<file path="config.mk">
export PLATFORM = sky130hd
export DESIGN_NAME = axi4_mgr_cmd_sched
export DESIGN_NICKNAME = d
export VERILOG_FILES = /design/src/rtl/axi4_mgr_sched_pkg.sv /design/src/rtl/rr_arbiter.sv /design/src/rtl/axi4_mgr_cmd_sched.sv
export SDC_FILE = /design/constraint.sdc
export NUM_CORES = 1
export LEC_CHECK = 0
export CAP_MARGIN = 20
export CELL_PAD_IN_SITES_DETAIL_PLACEMENT = 0
export CELL_PAD_IN_SITES_GLOBAL_PLACEMENT = 1
export CORE_ASPECT_RATIO = 1.1
export CORE_UTILIZATION = 26
export CTS_CLUSTER_SIZE = 28
export DETAILED_ROUTE_END_ITERATION = 12
export PLACE_DENSITY_LB_ADDON = 0.1
export RECOVER_POWER = 50
export SLEW_MARGIN = 10
export SYNTH_ARGS = -nofsm -noshare
export SYNTH_HDL_FRONTEND = slang
export SYNTH_SLANG_ARGS = --single-unit
</file>
<file path="constraint.sdc">
create_clock -name clk_i -period 4 [get_ports clk_i]
set_input_delay 0.4 -clock clk_i [delete_from_list [all_inputs] [get_ports clk_i]]
set_output_delay 0.4 -clock clk_i [all_outputs]
set_load 0.05 [all_outputs]
</file>
<file path="src/rtl/axi4_mgr_sched_pkg.sv">
// Shared state encoding and constants for the AXI4 manager command scheduler.
package axi4_mgr_sched_pkg;

  typedef enum logic [2:0] {
    IDLE  = 3'd0,
    CHECK = 3'd1,
    ISSUE = 3'd2,
    DONE  = 3'd3,
    FAULT = 3'd4
  } state_t;

  localparam int REQ_WR = 0;
  localparam int REQ_RD = 1;

  localparam logic [1:0] RESP_SLVERR = 2'b10;

  function automatic logic [1:0] reqMask(input logic isRead);
    logic [1:0] mask;
    mask = 2'b00;
    if (isRead) mask[REQ_RD] = 1'b1;
    else        mask[REQ_WR] = 1'b1;
    return mask;
  endfunction

endpackage

</file>
<file path="src/rtl/rr_arbiter.sv">
// Round-robin arbiter: grants the first request at or after a rotating pointer
// and advances the pointer past the winner whenever a grant is taken.
module rr_arbiter #(
  parameter  int N  = 4,
  localparam int IW = (N > 1) ? $clog2(N) : 1
) (
  input  logic          clk_i,
  input  logic          rstn_i,
  input  logic [N-1:0]  req_i,
  input  logic          enable_i,
  output logic [N-1:0]  gnt_o,
  output logic [IW-1:0] idx_o
);

  logic [IW-1:0] ptr_q, ptr_d;
  logic [IW:0]   cand;
  logic          found;

  // One extra bit on the candidate keeps ptr+i from overflowing before the wrap.
  always_comb begin
    gnt_o = '0;
    idx_o = '0;
    found = 1'b0;
    cand  = '0;
    for (int i = 0; i < N; i++) begin
      cand = {1'b0, ptr_q} + (IW+1)'(i);
      if (cand >= (IW+1)'(N)) cand = cand - (IW+1)'(N);
      if (!found && req_i[cand[IW-1:0]]) begin
        found = 1'b1;
        idx_o = cand[IW-1:0];
      end
    end
    if (found && enable_i) gnt_o[idx_o] = 1'b1;
  end

  always_comb begin
    ptr_d = ptr_q;
    if (found && enable_i) ptr_d = (idx_o == IW'(N - 1)) ? '0 : idx_o + 1'b1;
  end

  always_ff @(posedge clk_i) begin
    if (!rstn_i) ptr_q <= '0;
    else         ptr_q <= ptr_d;
  end

endmodule

</file>
<file path="src/rtl/axi4_mgr_cmd_sched.sv">
// Command scheduler sharing the AXI4 manager wrapper's single req/rsp port between
// NUM_REQ requesters, with FIFO-occupancy gating and a hung-manager timeout.
module axi4_mgr_cmd_sched
  import axi4_mgr_sched_pkg::*;
#(
  parameter  int NUM_REQ          = 4,
  parameter  int AXI_ADDR_WIDTH   = 32,
  parameter  int DATA_COUNT_WIDTH = 8,
  parameter  int FIFO_DEPTH       = 256,
  parameter  int TIMEOUT_CYCLES   = 4096,
  localparam int IW               = $clog2(NUM_REQ)
) (
  input  logic                                 clk_i,
  input  logic                                 rstn_i,
  input  logic [NUM_REQ-1:0]                   cmd_valid_i,
  output logic [NUM_REQ-1:0]                   cmd_ready_o,
  input  logic [NUM_REQ-1:0]                   cmd_rd_i,
  input  logic [NUM_REQ*AXI_ADDR_WIDTH-1:0]    cmd_addr_i,
  input  logic [NUM_REQ*DATA_COUNT_WIDTH-1:0]  cmd_count_i,
  output logic                                 done_valid_o,
  output logic [IW-1:0]                        done_id_o,
  output logic [1:0]                           done_err_o,
  output logic                                 fault_o,
  output logic [1:0]                           mgr_req_o,
  output logic [AXI_ADDR_WIDTH-1:0]            mgr_wr_addr_o,
  output logic [AXI_ADDR_WIDTH-1:0]            mgr_rd_addr_o,
  output logic [DATA_COUNT_WIDTH-1:0]          mgr_rd_count_o,
  input  logic [1:0]                           mgr_rsp_i,
  input  logic [1:0]                           mgr_wr_err_i,
  input  logic [1:0]                           mgr_rd_err_i,
  input  logic [DATA_COUNT_WIDTH-1:0]          wr_fifo_usage_i,
  input  logic                                 wr_fifo_full_i,
  input  logic [DATA_COUNT_WIDTH-1:0]          rd_fifo_usage_i,
  input  logic                                 rd_fifo_full_i
);

  localparam int             TW        = $clog2(TIMEOUT_CYCLES);
  localparam int             CW        = DATA_COUNT_WIDTH + 1;
  localparam logic [CW-1:0]  DEPTH_EXT = CW'(FIFO_DEPTH);

  state_t                        state_q, state_d;
  logic                          rd_q, rd_d;
  logic [AXI_ADDR_WIDTH-1:0]     addr_q, addr_d;
  logic [DATA_COUNT_WIDTH-1:0]   count_q, count_d;
  logic [IW-1:0]                 id_q, id_d;
  logic [1:0]                    err_q, err_d;
  logic [TW-1:0]                 timer_q, timer_d;

  logic [NUM_REQ-1:0]            gnt;
  logic [IW-1:0]                 gntIdx;
  logic                          arbEnable;
  logic [AXI_ADDR_WIDTH-1:0]     newAddr;
  logic [DATA_COUNT_WIDTH-1:0]   newCount;
  logic [CW-1:0]                 wrAvail, rdFree, countExt;
  logic                          fifoOk, rspHit;

  assign arbEnable = rstn_i && (state_q == IDLE);

  rr_arbiter #(
    .N (NUM_REQ)
  ) u_arb (
    .clk_i    (clk_i),
    .rstn_i   (rstn_i),
    .req_i    (cmd_valid_i),
    .enable_i (arbEnable),
    .gnt_o    (gnt),
    .idx_o    (gntIdx)
  );

  assign newAddr  = cmd_addr_i[gntIdx*AXI_ADDR_WIDTH +: AXI_ADDR_WIDTH];
  assign newCount = cmd_count_i[gntIdx*DATA_COUNT_WIDTH +: DATA_COUNT_WIDTH];

  // Usage reads as 0 when a FIFO is exactly full, so the full flags override it.
  assign wrAvail  = wr_fifo_full_i ? DEPTH_EXT : {1'b0, wr_fifo_usage_i};
  assign rdFree   = rd_fifo_full_i ? '0 : DEPTH_EXT - {1'b0, rd_fifo_usage_i};
  assign countExt = {1'b0, count_q};
  assign fifoOk   = rd_q ? (rdFree >= countExt) : (wrAvail >= countExt);
  assign rspHit   = rd_q ? mgr_rsp_i[REQ_RD] : mgr_rsp_i[REQ_WR];

  always_comb begin
    state_d = state_q;
    rd_d    = rd_q;
    addr_d  = addr_q;
    count_d = count_q;
    id_d    = id_q;
    err_d   = err_q;
    timer_d = timer_q;

    unique case (state_q)
      IDLE: begin
        if (|gnt) begin
          rd_d    = cmd_rd_i[gntIdx];
          addr_d  = newAddr;
          count_d = newCount;
          id_d    = gntIdx;
          timer_d = '0;
          if (newCount == '0) begin
            err_d   = RESP_SLVERR;
            state_d = DONE;
          end else begin
            err_d   = 2'b00;
            state_d = CHECK;
          end
        end
      end
      CHECK: begin
        if (fifoOk) state_d = ISSUE;
      end
      // A response on the final timeout cycle still completes normally.
      ISSUE: begin
        if (rspHit) begin
          err_d   = rd_q ? mgr_rd_err_i : mgr_wr_err_i;
          state_d = DONE;
        end else if (timer_q == TW'(TIMEOUT_CYCLES - 1)) begin
          state_d = FAULT;
        end else begin
          timer_d = timer_q + 1'b1;
        end
      end
      DONE:    state_d = IDLE;
      FAULT:   state_d = FAULT;
      default: state_d = IDLE;
    endcase
  end

  always_comb begin
    cmd_ready_o    = gnt;
    mgr_req_o      = 2'b00;
    mgr_wr_addr_o  = '0;
    mgr_rd_addr_o  = '0;
    mgr_rd_count_o = '0;
    done_valid_o   = 1'b0;
    done_id_o      = '0;
    done_err_o     = 2'b00;
    fault_o        = 1'b0;

    if (state_q == ISSUE) begin
      mgr_req_o = reqMask(rd_q);
      if (rd_q) begin
        mgr_rd_addr_o  = addr_q;
        mgr_rd_count_o = count_q;
      end else begin
        mgr_wr_addr_o  = addr_q;
      end
    end
    if (state_q == DONE) begin
      done_valid_o = 1'b1;
      done_id_o    = id_q;
      done_err_o   = err_q;
    end
    if (state_q == FAULT) fault_o = 1'b1;
  end

  always_ff @(posedge clk_i) begin
    if (!rstn_i) begin
      state_q <= IDLE;
      rd_q    <= 1'b0;
      addr_q  <= '0;
      count_q <= '0;
      id_q    <= '0;
      err_q   <= 2'b00;
      timer_q <= '0;
    end else begin
      state_q <= state_d;
      rd_q    <= rd_d;
      addr_q  <= addr_d;
      count_q <= count_d;
      id_q    <= id_d;
      err_q   <= err_d;
      timer_q <= timer_d;
    end
  end

endmodule

</file>
==> summary.txt, run 1 <==
Timing
  • Final setup margin: 0.636 ns
  • Final hold violations: 0
  • F_max: ~0.30 GHz
  • Fin Setup TNS: 0 ns
  • RSZ-0062 raised after global routing: no
  • Final period util: roughly 84%
  • Post-layout min period: approximately 3.4 ns
  • # setup viols final: 0
  • Worst-margin pin slew: 0.846 ns
  • Worst slew slack as a fraction of its limit: 43.2%
  • Max Slew Vio Count: 0
  • Clock Skews: approximately 0.0093 ns

Clocking
  • # resized after CTS: 0
  • Reg clk slew, reported paths: about 0.050 ns
  • Clock tree root driver cell: clkbuf_16
  • CTS sink count: 62
  • Post-CTS Hold Fix Bufs: 0
  • Clock buffer depth: 2
  • CTS H-tree depth: 3
  • Num CTS Buffers: 9
  • Worst-Skew Late Latency: between 0.3 and 0.4 ns
  • CTS tree: done
  • Postcts setup bufs: 0

Setup path
  • Largest delay contributor family on the critical path: buffers and inverters
  • Startpoint types: input pin
  • Worst reg2reg path depth: 10
  • Critical Path AT: roughly 3.6 ns
  • Crit path from: cmd_valid_i[1]
  • CP cell instances: dlygate4sd3_1, nand2b_1, a21oi_1, a211o_1, clkinvlp_2, ha_1, nor4_1, or3_2, buf_12, nand2_1, a21boi_0
  • WS Path Type: input pin to flip-flop
  • CP Capture Type: flip-flop
  • FF-to-FF Start: u_arb.ptr_q[0]
  • Worst path bufs/invs: 3
  • Slowest stage cell, crit path: dlygate4sd3_1
  • Required @ worst endpoint: around 4.3 ns
  • R2r setup slk: approximately 0.9 ns
  • Max Fanout on Critical Path: 67
  • Largest stage delay on the critical path: ~0.6 ns
  • RR Endpoint: rd_q

Place
  • GP Congestion: slightly above 0.8
  • Port Buffers: roughly 280
  • Post-DP HPWL: 15300 µm
  • Dpl ws: 0.629 ns

Global route
  • Tot GR Track Use: between 10% and 20%
  • Largest net degree at the start of global routing: 68
  • First-pass GRT wire length: between 30000 and 40000 µm
  • Vias in the first global route: 5605
  • Antenna violations before repair: 2
  • Overflow after GRT: 0

Hold path
  • Worst hold-check path type: flip-flop to flip-flop
  • Hold-critical path depth: 2
  • Hold EP: count_q[3]
  • Hold_sp: count_q[3]

Synthesis
  • Largest family of logic cells by synthesized area: simple AND/OR/NAND/NOR gates
  • Compound-Gate Fraction of Synth Area: a little over an eighth
  • Ys Warns: 0
  • Adder-cell share of the synthesized area: between 5 and 6%
  • EDFF count, synth: 0
  • Ys async rst share: 0%
  • Distinct cells, synth: 50
  • Post-Synth XOR/XNOR Area: ~2.5%
  • Synth Flop Type: dfxtp_1
  • Yosys reg bits: between 60 and 70
  • Simple logic cell fraction of the synthesized area: between 40% and 50%
  • Gate Count Post-Synth: 763
  • Register area share after synthesis: 24.9%
  • Mapped Nets: approximately 980
  • Proportion of synthesized area in mux cells: less than 1%
  • Syn Std Cell Area: around 5000 µm²
  • Avg Inst Size Synth: 6.52 µm²

Floorplan
  • I/O pin count: roughly 280
  • Die footprint: a little under 20000 µm²
  • Die width: between 100 and 150 µm
  • Starting Density: a little over a quarter
  • Die span in y: 147 µm
  • Core area: between 15000 and 20000 µm²
  • Row cnt: 52

Run status
  • Outcome: finished, final reports clean

Drt
  • DR WL/cell: ~15 µm
  • Drt drc: 0
  • Vias: ~5800
  • 1st-iter DRT viols: between 150 and 200
  • Via density: 4.60
  • ANT nets after route: 0
  • Routed wire length: between 15000 and 20000 µm
  • First-pass iteration count of the detailed router: 6

Power and ir drop
  • Peak supply drop: 0.000319 V
  • Static leakage: between 3 and 4 nW
  • Cell area power density: between 400 and 500 nW/µm²

Flow run
  • Maxcap violations: 0

Layout
  • Layout Nets: ~1200
  • Share of post-route cells with drive strength above 1: approximately 5.2%
  • Area growth syn-to-layout: 65.7%
-- flip-flops by register name, indices dropped and copies added (netlist names) --
name	cells
rd_q	1
u_arb.ptr_q	2
count_q	8
addr_q	32
id_q	2
err_q	2
timer_q	12
state_q	3
-- cells in the final DEF, fill, tap and decap left out, types with 3 or more instances in the layout --
master           synthesis  layout
dlygate4sd3_1            0      23
nand2_1                190     189
a211oi_1                 3       3
nand3_1                149     149
clkbuf_16                0       9
a21o_1                  10      10
inv_1                   13      12
nor2_2                   2       4
clkdlybuf4s50_1          0     249
xnor2_1                  6       6
dfxtp_1                 62      62
nand4_1                  6       6
buf_12                   0       3
buf_4                    0      17
nor2_1                  24      22
nand2b_1                 7       7
and2_0                   0       4
ha_1                    22      22
mux2i_1                  2       3
a22oi_1                  4       4
and2_1                  75      71
a21oi_1                  6       6
o21ai_0                 64      64
a21boi_0                 4       4
nor2b_1                 11      11
nor3_1                   9       9
xor2_1                   8       8
-- worst max path at each step --
stage / endpoint / slack [ns] / cells after the start
2_1_floorplan: timer_q[10] / 1.06 / 13
3_3_place_gp: timer_q[9] / 0.67 / 12
3_5_place_dp: timer_q[9] / 0.63 / 12
4_1_cts: mgr_wr_addr_o[19] / 0.68 / 6
5_1_grt: rd_q / 0.29 / 11
6_report: rd_q / 0.64 / 11
-- worst register-to-register path, stage by stage, from the launching register on --
cell        delay, ns
dfxtp_1          0.33
nand2b_1         0.20
a21oi_1          0.17
a211o_1          0.44
clkinvlp_2       0.29
ha_1             0.25
nor4_1           0.42
or3_2            0.35
buf_12           0.28
nand2_1          0.11
a21boi_0         0.18
-- cell families (layout without fill, tap and decap cells) --
kind of cell / Yosys count / after routing
multiplexers: 3 / 3
buffers and inverters: 70 / 325
adder cells (fa/ha/maj): 22 / 22
flip-flops: 62 / 62
AO/OA/AOI/OAI: 105 / 105
AND/OR/NAND/NOR: 487 / 487
other: 0 / 2
XOR/XNOR: 14 / 14
-- routing by layer --
metal	vias to the layer above	share of wire, %	track usage [%]
li1	3090	-	-
met1	2517	43	24.1
met2	171	48	33.5
met3	26	7.1	5.38
met4	0	1.9	7.33
met5	-	0	0
-- synth_stat cells, types with 2 or more instances --
master	number	area, µm²
nand2_1	190	713
nand3_1	149	746
and2_1	75	469
o21ai_0	64	320
dfxtp_1	62	1240
clkbuf_1	24	90.1
nor2_1	24	90.1
ha_1	22	275
buf_2	20	100
inv_1	13	48.8
nor2b_1	11	68.8
a21o_1	10	75.1
nor3_1	9	45.0
xor2_1	8	70.1
buf_1	7	26.3
nand2b_1	7	43.8
a21oi_1	6	30.0
nand4_1	6	37.5
xnor2_1	6	52.6
a21boi_0	4	30.0
a22oi_1	4	30.0
buf_6	4	45.0
a211oi_1	3	22.5
or3_1	3	18.8
a211o_1	2	17.5
a41oi_1	2	17.5
mux2i_1	2	20.0
nor2_2	2	12.5
nor4_1	2	12.5
o41ai_1	2	17.5
-- where the power goes --
group          total, mW  switching [mW]  internal, mW
sequential         0.932           0.136         0.796
combinational       1.85            1.13         0.715
clock              0.789           0.291         0.499
total               3.57            1.56          2.01
-- stage by stage --
step	total power [mW]	cells	util (%)	cell area (µm²)	hold WS [ns]
after floorplan	2.16	763	-	4980	0.435
after CTS	3.65	1261	44.5	8260	0.473
after global routing	3.90	1263	44.5	8250	0.485
after global placement	2.83	1245	42.9	7950	0.456
final	3.57	1263	44.5	8250	0.467
after detailed placement	2.84	1245	42.9	7950	0.464
-- cell type report --
cell class                 count  area, µm²
fill                        1973      10300
multi-input combinational    631       3420
antenna                        2       5.00
timing repair buffer         294       2920
clock inverter                 5       58.8
tap                          243        304
inverter                      15       57.6
sequential                    62       1240
clock buffer                  11        243
Power figures use the tool's default switching activity.
==> inputs of run 2 (changes only) <==
--- a/config.mk
+++ b/config.mk
@@ -9,7 +9,7 @@
 export CELL_PAD_IN_SITES_DETAIL_PLACEMENT = 0
 export CELL_PAD_IN_SITES_GLOBAL_PLACEMENT = 1
 export CORE_ASPECT_RATIO = 1.1
-export CORE_UTILIZATION = 26
+export CORE_UTILIZATION = 23
 export CTS_CLUSTER_SIZE = 28
 export DETAILED_ROUTE_END_ITERATION = 12
 export PLACE_DENSITY_LB_ADDON = 0.1
==> constraint.sdc (replaced) <==
create_clock -name clk_i -period 2.8 [get_ports clk_i]
set_input_delay 0.28 -clock clk_i [delete_from_list [all_inputs] [get_ports clk_i]]
set_output_delay 0.28 -clock clk_i [all_outputs]
set_load 0.05 [all_outputs]
==> run 2 against run 1 <==
Non-clock buffer count up 26. Count of clock-buffer cells in the layout down 1. Clock power up 41%. Sequential power up 39%. Combinational power up 64%. Critical path depth down 7. Cell area up 13%. Sequential share of layout area down 1.7 points. Clock skew down 0.0026 ns.
==> summary.txt, run 2 (synthesis gave the netlist of run 1 again) <==
Layout
  • Post-Route Utilization: 43.6% (-0.90 points)
  • Largest register FFs: 32 (unchanged)
  • Ant diodes: 0 (-2)
  • Layout Nets: 1255 (+2.1%)
  • Most common cell after layout, fill and taps aside: clkdlybuf4s50_1
  • Finished Layout Cells: 1334 (+5.6%)
  • Area growth syn-to-layout: 86.5%
  • Top reg by flops: addr_q
  • # fillers: 2250 (+14%)
  • Most frequent cells in the layout: 194 x clkdlybuf4s50_1, 189 x nand2_1, 149 x nand3_1
  • Top Registers: addr_q: 32 flops, timer_q: 12 flops, count_q: 8 flops
  • Share of post-route cells with drive strength above 1: 14.4% (+9.2 points)

Timing
  • Worst slew slack as a fraction of its limit: 30.2% (-13 points)
  • Max Slew Vio Count: 0 (unchanged)
  • Final period util: between 90% and 100%
  • Clock Skews: 0.00668 ns (-0.00262 ns)
  • Worst-margin pin slew: 1.05 ns (+0.201 ns)
  • F_max: 0.377 GHz
  • Fin Setup TNS: 0 ns (unchanged)
  • Final hold violations: 0 (unchanged)
  • # setup viols final: 0 (unchanged)
  • Final setup margin: 0.147 ns (-0.489 ns)
  • Post-layout min period: ~2.7 ns

Clocking
  • Num CTS Buffers: 9 (unchanged)
  • Reg clk slew, reported paths: 0.05 ns (about the same)
  • CTS H-tree depth: 3 (unchanged)
  • Worst-Skew Late Latency: 0.34 ns (about the same)
  • CTS sink count: 62 (unchanged)
  • Clock tree root driver cell: clkbuf_16
  • Clock buffer depth: 2 (unchanged)
  • Post-CTS Hold Fix Bufs: 0 (unchanged)
  • CTS tree: done

Global route
  • Vias in the first global route: 5902 (+5.3%)
  • Largest net degree at the start of global routing: 84 (+24%)
  • Antenna violations before repair: 0 (-2)
  • First-pass GRT wire length: 31600 µm (+3.7%)
  • Tot GR Track Use: 18.6% (-1.4 points)
  • Overflow after GRT: 0 (unchanged)

Power and ir drop
  • Int Power: 3.08 mW (+53%)
  • NetSw: 2.36 mW (+51%)
  • Logic pwr share: 55.7% (+3.9 points)
  • Reg power frac: 24.0% (-2.1 points)
  • Peak supply drop: 0.000349 V (+9.5%)
  • Clk pwr share: 20.3% (-1.8 points)
  • Static leakage: 3.87 nW (+14%)
  • Switching share of power: 43.3% (-0.38 points)
  • Total Power: 5.44 mW (+52%)
  • Cell area power density: 586 nW/µm² (+35%)

Floorplan
  • Die footprint: 22200 µm² (+13%)
  • Die width: 142 µm (+6.2%)
  • Core area: 21300 µm² (+15%)
  • I/O pin count: 278 (unchanged)
  • Starting Density: 23.4% (-3.5 points)
  • Row cnt: 56 (+7.7%)
  • Die span in y: 156 µm (+6.2%)

Setup path
  • FF-to-FF Start: u_arb.ptr_q[1]
  • Startpoint types: flip-flop
  • WS Path Type: flip-flop to output pin
  • CP Capture Type: output pin
  • Critical Path AT: 2.37 ns (-1.25 ns)
  • Crit path from: state_q[0]
  • Max Fanout on Critical Path: 11 (-84%)
  • Required @ worst endpoint: 2.52 ns (-1.74 ns)

Drt
  • Vias: 5993 (+3.3%)
  • DR WL/cell: 15.5 µm (+0.20%)
  • First-pass iteration count of the detailed router: 5 (-1)
  • ANT nets after route: 0 (unchanged)
  • Via density: 4.49 (-2.2%)
  • Drt drc: 0 (unchanged)
  • 1st-iter DRT viols: 178 (+9.9%)
  • Routed wire length: 20700 µm (+5.8%)

Place
  • Cell total after placement: 1317 (+5.8%)
  • Dpl ws: -0.372 ns (-1.00 ns)
  • Post-DP HPWL: 15800 µm (+3.1%)
  • Port Buffers: 277 (unchanged)
  • GP Congestion: 0.783 (-4.2%)

Hold path
  • Worst hold-check path type: flip-flop to flip-flop
  • Hold_sp: count_q[2]

Run status
  • Outcome: finished, final reports clean

Flow run
  • Maxcap violations: 0 (unchanged)
run 2: power groups by stage:
stage / logic (mW) / clock network (mW) / registers (mW)
after floorplan: 1.84 / 0 / 1.26
after global placement: 2.94 / 0 / 1.32
after detailed placement: 2.95 / 0 / 1.33
after CTS: 2.96 / 1.14 / 1.31
after global routing: 3.41 / 1.17 / 1.35
final: 3.03 / 1.11 / 1.30
run 2: per-stage QoR:
step                hold slack [ns]  area [µm²]
CTS                           0.475        9210
detailed placement            0.467        8910
global placement              0.456        8910
global route                  0.499        9290
floorplan                     0.435        4980
finish                        0.470        9290
run 2: final cells by class:
type | count | area, µm² | share of cell area, %
clock buffers | 10 | 229 | 2.47
multi-input cells | 631 | 3480 | 37.5
inverters | 15 | 61.3 | 0.660
clock inverters | 6 | 62.6 | 0.674
flip-flops and latches | 62 | 1240 | 13.4
well taps | 290 | 363 | 3.91
repair buffers | 320 | 3850 | 41.4
run 2: path summary, 6_finish.rpt:
kind	to	slack, ns	depth (start not counted)
hold / removal	count_q[2]	0.47	2
hold reg to reg	count_q[2]	0.47	2
setup reg to reg	rd_q	0.30	11
setup / recovery	mgr_rd_count_o[4]	0.15	4
run 2: timing repair:
item                       CTS  global route
setup endpoints to repair    1            19
cloned                       0             1
buffers inserted             0             0
resized for setup            1            13
pin swaps                    0             1
run 2: layer usage:
| layer | part of all wire, % | track usage [%] |
|---|---|---|
| met4 | 1.4 | 5.68 |
| met1 | 41 | 20.9 |
| met3 | 8.0 | 6.09 |
| met5 | 0 | 0 |
| met2 | 50 | 32.9 |
run 2: worst max-delay path: stages (launching register included):
cell and delay, ns:
dfxtp_1 0.36, nor2_1 0.24, nand2_1 0.34, nor3_1 0.26
clkdlybuf4s50_1 0.84
==> inputs of run 3 (changes only) <==
--- a/config.mk
+++ b/config.mk
@@ -14,7 +14,6 @@
 export DETAILED_ROUTE_END_ITERATION = 12
 export PLACE_DENSITY_LB_ADDON = 0.1
 export RECOVER_POWER = 50
-export SLEW_MARGIN = 10
 export SYNTH_ARGS = -nofsm -noshare
 export SYNTH_HDL_FRONTEND = slang
 export SYNTH_SLANG_ARGS = --single-unit
==> results of run 3 <==
The final DEF is identical to that of run 2; final timing and power are the same.
